===== config.mk =====
export PLATFORM = sky130hd
export DESIGN_NAME = sap1_controller
export DESIGN_NICKNAME = d
export VERILOG_FILES = /design/src/rtl/sap1_pkg.sv /design/src/rtl/sap1_ring_counter.sv /design/src/rtl/sap1_controller.sv
export SDC_FILE = /design/constraint.sdc
export NUM_CORES = 1
export LEC_CHECK = 0
export ABC_AREA = 1
export CORE_MARGIN = 4
export CORE_UTILIZATION = 41
export DETAILED_ROUTE_END_ITERATION = 8
export HOLD_SLACK_MARGIN = 0.02
export PLACE_DENSITY = 0.77
export SETUP_SLACK_MARGIN = 0.5
export SLEW_MARGIN = 20
export SYNTH_ARGS = -nofsm -noshare
export SYNTH_HDL_FRONTEND = slang
export SYNTH_SLANG_ARGS = --single-unit

===== constraint.sdc =====
create_clock -name clk -period 1.97 [get_ports clk]
set_input_delay 0.4925 -clock clk [delete_from_list [all_inputs] [get_ports clk]]
set_output_delay 0.4925 -clock clk [all_outputs]
set_load 0.02 [all_outputs]

===== src/rtl/sap1_pkg.sv =====
`default_nettype none
// ============================================================================
//  Module   : sap1_pkg
//  Purpose  : Shared opcodes, one-hot T-state type and control-word bit
//             indices for the SAP-1 controller slice.
//  Revision : 1.0  initial release
// ============================================================================
package sap1_pkg;

    // Instruction-register upper nibble encodings
    localparam logic [3:0] LDA = 4'b0000;
    localparam logic [3:0] ADD = 4'b0001;
    localparam logic [3:0] SUB = 4'b0010;
    localparam logic [3:0] OUT = 4'b1110;
    localparam logic [3:0] HLT = 4'b1111;

    // One-hot ring positions; all-zero is the terminal HALT state
    typedef enum logic [5:0] {
        TS_HALT = 6'b000000,
        TS_T1   = 6'b000001,
        TS_T2   = 6'b000010,
        TS_T3   = 6'b000100,
        TS_T4   = 6'b001000,
        TS_T5   = 6'b010000,
        TS_T6   = 6'b100000
    } tstate_t;

    // Control-word bit positions
    localparam int CW_PC_INC   = 0;
    localparam int CW_PC_OUT   = 1;
    localparam int CW_MAR_LOAD = 2;
    localparam int CW_RAM_OUT  = 3;
    localparam int CW_IR_LOAD  = 4;
    localparam int CW_IR_OUT   = 5;
    localparam int CW_A_LOAD   = 6;
    localparam int CW_A_OUT    = 7;
    localparam int CW_B_LOAD   = 8;
    localparam int CW_ALU_SUB  = 9;
    localparam int CW_ALU_OUT  = 10;
    localparam int CW_OUT_LOAD = 11;
    localparam int CW_WIDTH    = 12;

    // Binary step number of a ring position (0 for HALT)
    function automatic logic [2:0] tstate_num(input tstate_t s);
        logic [2:0] n;
        n = 3'd0;
        case (s)
            TS_T1:   n = 3'd1;
            TS_T2:   n = 3'd2;
            TS_T3:   n = 3'd3;
            TS_T4:   n = 3'd4;
            TS_T5:   n = 3'd5;
            TS_T6:   n = 3'd6;
            default: n = 3'd0;
        endcase
        return n;
    endfunction

    // Opcodes with no execute-phase activity
    function automatic logic is_nop(input logic [3:0] op);
        return !(op == LDA || op == ADD || op == SUB || op == OUT || op == HLT);
    endfunction

endpackage
`default_nettype wire


===== src/rtl/sap1_ring_counter.sv =====
`default_nettype none
// ============================================================================
//  Module   : sap1_ring_counter
//  Purpose  : One-hot T1..T6 ring with run-hold, HLT capture and, when
//             SAP1_VAR_CYCLE_EN is defined, early return to T1 after the
//             last active step of short instructions.
//  Revision : 1.0  initial release
// ============================================================================
module sap1_ring_counter
    import sap1_pkg::*;
(
    input  logic       clk,
    input  logic       rst_n,
    input  logic       run,
    input  logic [3:0] opcode,
    output tstate_t    state
);

    tstate_t r_state;
    logic    w_halt_req;
    logic    w_skip;

    assign w_halt_req = (r_state == TS_T4) && (opcode == HLT);

`ifdef SAP1_VAR_CYCLE_EN
    // Short instructions return to fetch right after their last useful step
    assign w_skip = ((r_state == TS_T5) && (opcode == LDA)) ||
                    ((r_state == TS_T4) && (opcode == OUT)) ||
                    ((r_state == TS_T3) && is_nop(opcode));
`else
    assign w_skip = 1'b0;
`endif

    // Advance the ring once per enabled edge; HALT is sticky until reset
    always_ff @(posedge clk) begin
        if (!rst_n) begin
            r_state <= TS_T1;
        end else if (run) begin
            if (r_state == TS_HALT) begin
                r_state <= TS_HALT;
            end else if (w_halt_req) begin
                r_state <= TS_HALT;
            end else if (w_skip || r_state == TS_T6) begin
                r_state <= TS_T1;
            end else begin
                case (r_state)
                    TS_T1:   r_state <= TS_T2;
                    TS_T2:   r_state <= TS_T3;
                    TS_T3:   r_state <= TS_T4;
                    TS_T4:   r_state <= TS_T5;
                    TS_T5:   r_state <= TS_T6;
                    default: r_state <= TS_T1;
                endcase
            end
        end
    end

    assign state = r_state;

endmodule
`default_nettype wire


===== src/rtl/sap1_controller.sv =====
`default_nettype none
// ============================================================================
//  Module   : sap1_controller
//  Purpose  : SAP-1 control sequencer. Decodes the control word from the
//             current T-state and opcode; the ring counter sub-module owns
//             sequencing. Optional macro SAP1_VAR_CYCLE_EN shortens LDA, OUT
//             and NOP machine cycles.
//  Revision : 1.0  initial release
// ============================================================================
module sap1_controller
    import sap1_pkg::*;
(
    input  logic       clk,
    input  logic       rst_n,
    input  logic       run,
    input  logic [3:0] opcode,
    output logic       pc_inc,
    output logic       pc_out,
    output logic       mar_load,
    output logic       ram_out,
    output logic       ir_load,
    output logic       ir_out,
    output logic       a_load,
    output logic       a_out,
    output logic       b_load,
    output logic       alu_sub,
    output logic       alu_out,
    output logic       out_load,
    output logic       halted,
    output logic [2:0] t_state
);

    tstate_t               w_state;
    logic [CW_WIDTH-1:0]   w_cw;
    logic                  w_halt;

    sap1_ring_counter u_ring (
        .clk    (clk),
        .rst_n  (rst_n),
        .run    (run),
        .opcode (opcode),
        .state  (w_state)
    );

    // HLT is reported from the T4 it is decoded in, then held by the HALT state
    assign w_halt  = (w_state == TS_HALT) || ((w_state == TS_T4) && (opcode == HLT));
    assign halted  = rst_n && w_halt;
    assign t_state = w_halt ? 3'd0 : tstate_num(w_state);

    // Moore decode of the control word; silent in reset, pause and halt
    always_comb begin
        w_cw = '0;
        if (rst_n && run && !w_halt) begin
            case (w_state)
                TS_T1: begin
                    w_cw[CW_PC_OUT]   = 1'b1;
                    w_cw[CW_MAR_LOAD] = 1'b1;
                end
                TS_T2: begin
                    w_cw[CW_PC_INC]   = 1'b1;
                end
                TS_T3: begin
                    w_cw[CW_RAM_OUT]  = 1'b1;
                    w_cw[CW_IR_LOAD]  = 1'b1;
                end
                TS_T4: begin
                    case (opcode)
                        LDA, ADD, SUB: begin
                            w_cw[CW_IR_OUT]   = 1'b1;
                            w_cw[CW_MAR_LOAD] = 1'b1;
                        end
                        OUT: begin
                            w_cw[CW_A_OUT]    = 1'b1;
                            w_cw[CW_OUT_LOAD] = 1'b1;
                        end
                        default: ;
                    endcase
                end
                TS_T5: begin
                    case (opcode)
                        LDA: begin
                            w_cw[CW_RAM_OUT] = 1'b1;
                            w_cw[CW_A_LOAD]  = 1'b1;
                        end
                        ADD, SUB: begin
                            w_cw[CW_RAM_OUT] = 1'b1;
                            w_cw[CW_B_LOAD]  = 1'b1;
                        end
                        default: ;
                    endcase
                end
                TS_T6: begin
                    if (opcode == ADD || opcode == SUB) begin
                        w_cw[CW_ALU_OUT] = 1'b1;
                        w_cw[CW_A_LOAD]  = 1'b1;
                        w_cw[CW_ALU_SUB] = (opcode == SUB);
                    end
                end
                default: ;
            endcase
        end
    end

    assign pc_inc   = w_cw[CW_PC_INC];
    assign pc_out   = w_cw[CW_PC_OUT];
    assign mar_load = w_cw[CW_MAR_LOAD];
    assign ram_out  = w_cw[CW_RAM_OUT];
    assign ir_load  = w_cw[CW_IR_LOAD];
    assign ir_out   = w_cw[CW_IR_OUT];
    assign a_load   = w_cw[CW_A_LOAD];
    assign a_out    = w_cw[CW_A_OUT];
    assign b_load   = w_cw[CW_B_LOAD];
    assign alu_sub  = w_cw[CW_ALU_SUB];
    assign alu_out  = w_cw[CW_ALU_OUT];
    assign out_load = w_cw[CW_OUT_LOAD];

endmodule
`default_nettype wire

==> results of run 1 <==
==> routing by layer <==
metal	overflow	GRT usage [%]
met2	4	69.9
met3	0	35.9
met4	2	56.0
met1	0	49.6
met5	0	0
==> logic make-up after synthesis <==
group,after synthesis
simple gates,60
buf+inv,18
flops,6
compound gates,8
==> stage by stage <==
| stage | TNS, ns | hold slack [ns] |
|---|---|---|
| CTS | -0.110 | 0.525 |
| detailed placement | -10.86 | 0.549 |
| global placement | -10.06 | 0.534 |
| floorplan | 0 | 0.481 |
==> what timing repair did <==
item,CTS
endpoints found under the setup margin,22
pin swaps,13
cloned,0
resized for setup,131
hold buffers,0
buffers inserted,7
==> impl_metrics.csv, run 1 <==
group,metric,value,unit
clocking,clockBufferDepth,2,
placement,port_buffers,22,
synthesis,synth.avg_cell_area,6.01,um^2
floorplanning,num_rows,12,
floorplanning,die_width,44.7,um
synthesis,synth_top_family_by_area,"simple AND/OR/NAND/NOR gates",
clocking,cts_buffers,3,
synthesis,synth.area.top_cells,"dfxtp_1 22%, nand2_1 12%, inv_1 12%, nor2_1 11%, nand3_1 7.2%",
floorplanning,ioPinCount,23,
synthesis,yosysSeqAreaShare,21.7,%
synthesis,synth_top_area_cell,"dfxtp_1",
synthesis,yosysUniqueCellTypes,20,
status,haltStage,"global routing",
timing,worstEndpointGrtRepair,"a_load",
synthesis,netlist_instances,92,
placement,dpl-instance-area,1010,um^2
synthesis,ys_ff_latch,6,
synthesis,synthArstFlopShare,0,%
synthesis,synth_edf_count,0,
clocking,clkSinkCount,6,
synthesis,synth-simple-area-share,56.1,%
synthesis,synth.most_common_cell,"nand2_1",
status,status,"stopped before the end",
floorplanning,die_h,44.7,um
global_routing,grt_max_degree,6,
placement,post-place-cells,149,
synthesis,yosys_warnings,0,
placement,routabilityCongestion,0.813,
clocking,cts_htree_levels,1,
synthesis,yosys-top-cells-count,"18 x nand2_1, 17 x inv_1, 16 x nor2_1",
status,stop_error,"[ERROR GRT-0232] Routing congestion too high. Check the congestion heatmap in the GUI.",
synthesis,muxShareOfSynthArea,0,%
synthesis,synth_compound_area_share,9.28,%
global_routing,overflow,6,
synthesis,synth_xor_area_share,0,%
placement,dp_hpwl,1780,um
clocking,cts_root_buf,"clkbuf_4",
synthesis,synth_area,553,um^2
synthesis,synth_ff_type,"dfxtp_1",
timing,endpoint_type,"primary output",
synthesis,synth_top_area_share,21.7,%
synthesis,syn_nets,99,
global_routing,track_usage,52.0,%
placement,post-place-ws,-0.838,ns
synthesis,synth_fa_ha_area_share,0,%
floorplanning,initial_core_util,46.6,%
==> run 2, diff against run 1 <==
- CORE_AREA: not set -> 4 4 65 67
- CORE_MARGIN: 4 -> not set
- CORE_UTILIZATION: 41 -> not set
- DIE_AREA: not set -> 0 0 69 71
- HOLD_SLACK_MARGIN: 0.02 -> not set
- PLACE_DENSITY: 0.77 -> not set
- PLACE_DENSITY_LB_ADDON: not set -> 0.15
- SETUP_SLACK_MARGIN: 0.5 -> not set
==> impl_metrics.csv, run 2 <==
group,metric,value,unit
status,status,"finished with violations",
status,violations,"negative setup slack",
timing,slew-limit-headroom,83.5,%
layout,largest_register_ff_count,6,
timing,drv_slew,0,
synthesis,syn_nets,99,
worst_setup_path,cp.arrival,1.48,ns
global_routing,track_usage,9.74,%
layout,area_delta_synth_final,137,%
power_and_ir_drop,leakagePower,0.000677,uW
worst_hold_path,holdCritPathClass,"reg -> reg",
timing,skew,0.00237,ns
placement,post-place-cells,193,
global_routing,grt_pass1_wl,3870,um
drt,totalWireLength,2380,um
placement,routabilityCongestion,0.769,
run,drv_cap,0,
worst_setup_path,critPathRequiredTime,1.48,ns
layout,antenna_cells,0,
synthesis,yosys-top-cells-count,"18 x nand2_1, 17 x inv_1, 16 x nor2_1",
synthesis,synth_top_area_share,21.7,%
drt,num_vias,861,
drt,ant_nets,0,
floorplanning,initial_core_util,15.2,%
layout,nets,173,
floorplanning,die_width,69,um
global_routing,grt_pass1_vias,867,
layout,drive_gt1_share,67.7,%
floorplanning,num_rows,22,
synthesis,synth_edf_count,0,
layout,stdcell_count,212,
layout,fin_area,1310,um^2
clocking,clockBufferDepth,2,
timing,report.final.hold_viol_count,0,
worst_setup_path,r2r-start,"u_ring.state[2]",
synthesis,synth.area.top_cells,"dfxtp_1 22%, nand2_1 12%, inv_1 12%, nor2_1 11%, nand3_1 7.2%",
placement,dp_hpwl,1780,um
synthesis,synth_area,553,um^2
synthesis,synthArstFlopShare,0,%
synthesis,synth_top_area_cell,"dfxtp_1",
synthesis,yosysSeqAreaShare,21.7,%
power_and_ir_drop,p_per_area,386,nW/um^2
floorplanning,core,3630,um^2
drt,drc,0,
synthesis,netlist_instances,92,
worst_setup_path,crit_start,"u_ring.state[2]",
timing,finalSetupTns,-0.00434,ns
placement,post-place-ws,-0.830,ns
clocking,cts_htree_levels,1,
floorplanning,die_area,4900,um^2
synthesis,ys_ff_latch,6,
synthesis,synth.most_common_cell,"nand2_1",
floorplanning,ioPinCount,23,
synthesis,synth.avg_cell_area,6.01,um^2
timing,max_slew.worst_pin.slew,0.246,ns
placement,port_buffers,22,
worst_hold_path,worstHoldStart,"u_ring.state[1]",
drt,drt_iter0_markers,21,
timing,rsz0062_at_grt,"true",
worst_setup_path,crit_type,"reg -> out",
drt,wire_per_inst,11.2,um
synthesis,yosysUniqueCellTypes,20,
drt,via_per_inst,4.06,
global_routing,overflow,0,
clocking,insertion_delay,0.22,ns
drt,drt-pass1-iter-count,4,
power_and_ir_drop,vdd_drop_max,249,uV
worst_setup_path,endpoint_kind,"output port",
worst_setup_path,worst-path-max-fanout,4,
placement,dpl-instance-area,1070,um^2
global_routing,antenna_found_initial,0,
power_and_ir_drop,power,506,uW
worst_setup_path,crit_path_start_kind,"register",
clocking,clk_pin_slew_worst_paths,0.04,ns
layout,final_common_cell,"buf_4",
timing,min_period_over_period,100,%
synthesis,yosys_warnings,0,
clocking,cts_tree,"done",
floorplanning,die_h,71,um
synthesis,synth_ff_type,"dfxtp_1",
clocking,clkSinkCount,6,
timing,layout_min_cycle_time,1.97,ns
timing,setup_viol,1,
clocking,cts_root_buf,"clkbuf_8",
timing,max_freq,0.506,GHz
layout,fill_cells,402,
layout,final_cell_mix,"53 x buf_4, 15 x nand2_1, 10 x inv_1, 10 x nor2_1, 9 x buf_6",
global_routing,grt_max_degree,7,
clocking,cts_buffers,3,
timing,worst_slack,-0.00434,ns
run 2: cell counts after synthesis:
Identical to the previous run, type by type.
run 2: final cells by class:
cell class	instances	area, um^2	area share (%)
flip-flops and latches	6	130	9.92
inverters	17	63.8	4.87
repair buffers	70	548	41.8
well taps	48	60.1	4.58
multi-input cells	68	468	35.7
clock buffers	3	41.3	3.15
run 2: report_power, final:
part / internal (uW) / switching (uW)
clock: 131 / 53.4
combinational: 94.3 / 95.2
sequential: 127 / 4.75
run 2: path summary, 6_finish.rpt:
path	to	depth (start not counted)	slack, ns
worst max-delay path	ir_out	9	-0.004
worst min-delay path	u_ring.state[1]	3	0.59
worst min register to register	u_ring.state[1]	3	0.59
worst max register to register	u_ring.state[1]	15	0.06
run 2: timing repair:
action | CTS | global route
pin swaps | 9 | 10
hold endpoints to repair | 0 | 0
setup buffers | 14 | 2
endpoints found under the setup margin | 16 | 18
resized for setup | 109 | 35
cloned | 0 | 0
hold buffers | 0 | 0
run 2: logic make-up after synthesis:
group | count (synthesis) | synth area share [%]
buffers and inverters | 18 | 12.9
AND/OR/NAND/NOR | 60 | 56.1
AO/OA/AOI/OAI | 8 | 9.28
flip-flops | 6 | 21.7
run 2: layer usage:
layer | up-vias | share of wire (%) | global-route usage (%)
met5 | - | 0 | 0
met4 | 0 | 2.5 | 2.60
met3 | 8 | 5.2 | 2.98
met2 | 20 | 52 | 17.2
met1 | 392 | 40 | 11.4
li1 | 441 | - | -
run 2: worst max-delay path, cell delays in order, from the launching register on:
cell and delay (ns):
dfxtp_4 0.36, nor2_4 0.11, buf_6 0.12, nand3_2 0.08
buf_6 0.14, nand4_1 0.11, inv_1 0.07, nand2_2 0.09
inv_1 0.04, buf_4 0.15
run 2: stage by stage:
stage                     hold slack [ns]  util (%)
final                               0.587      36.1
after global routing                0.635      36.1
after CTS                           0.604      33.4
after detailed placement            0.609      29.3
after global placement              0.616      29.3
after floorplan                     0.487         -
Power figures use the tool's default switching activity.
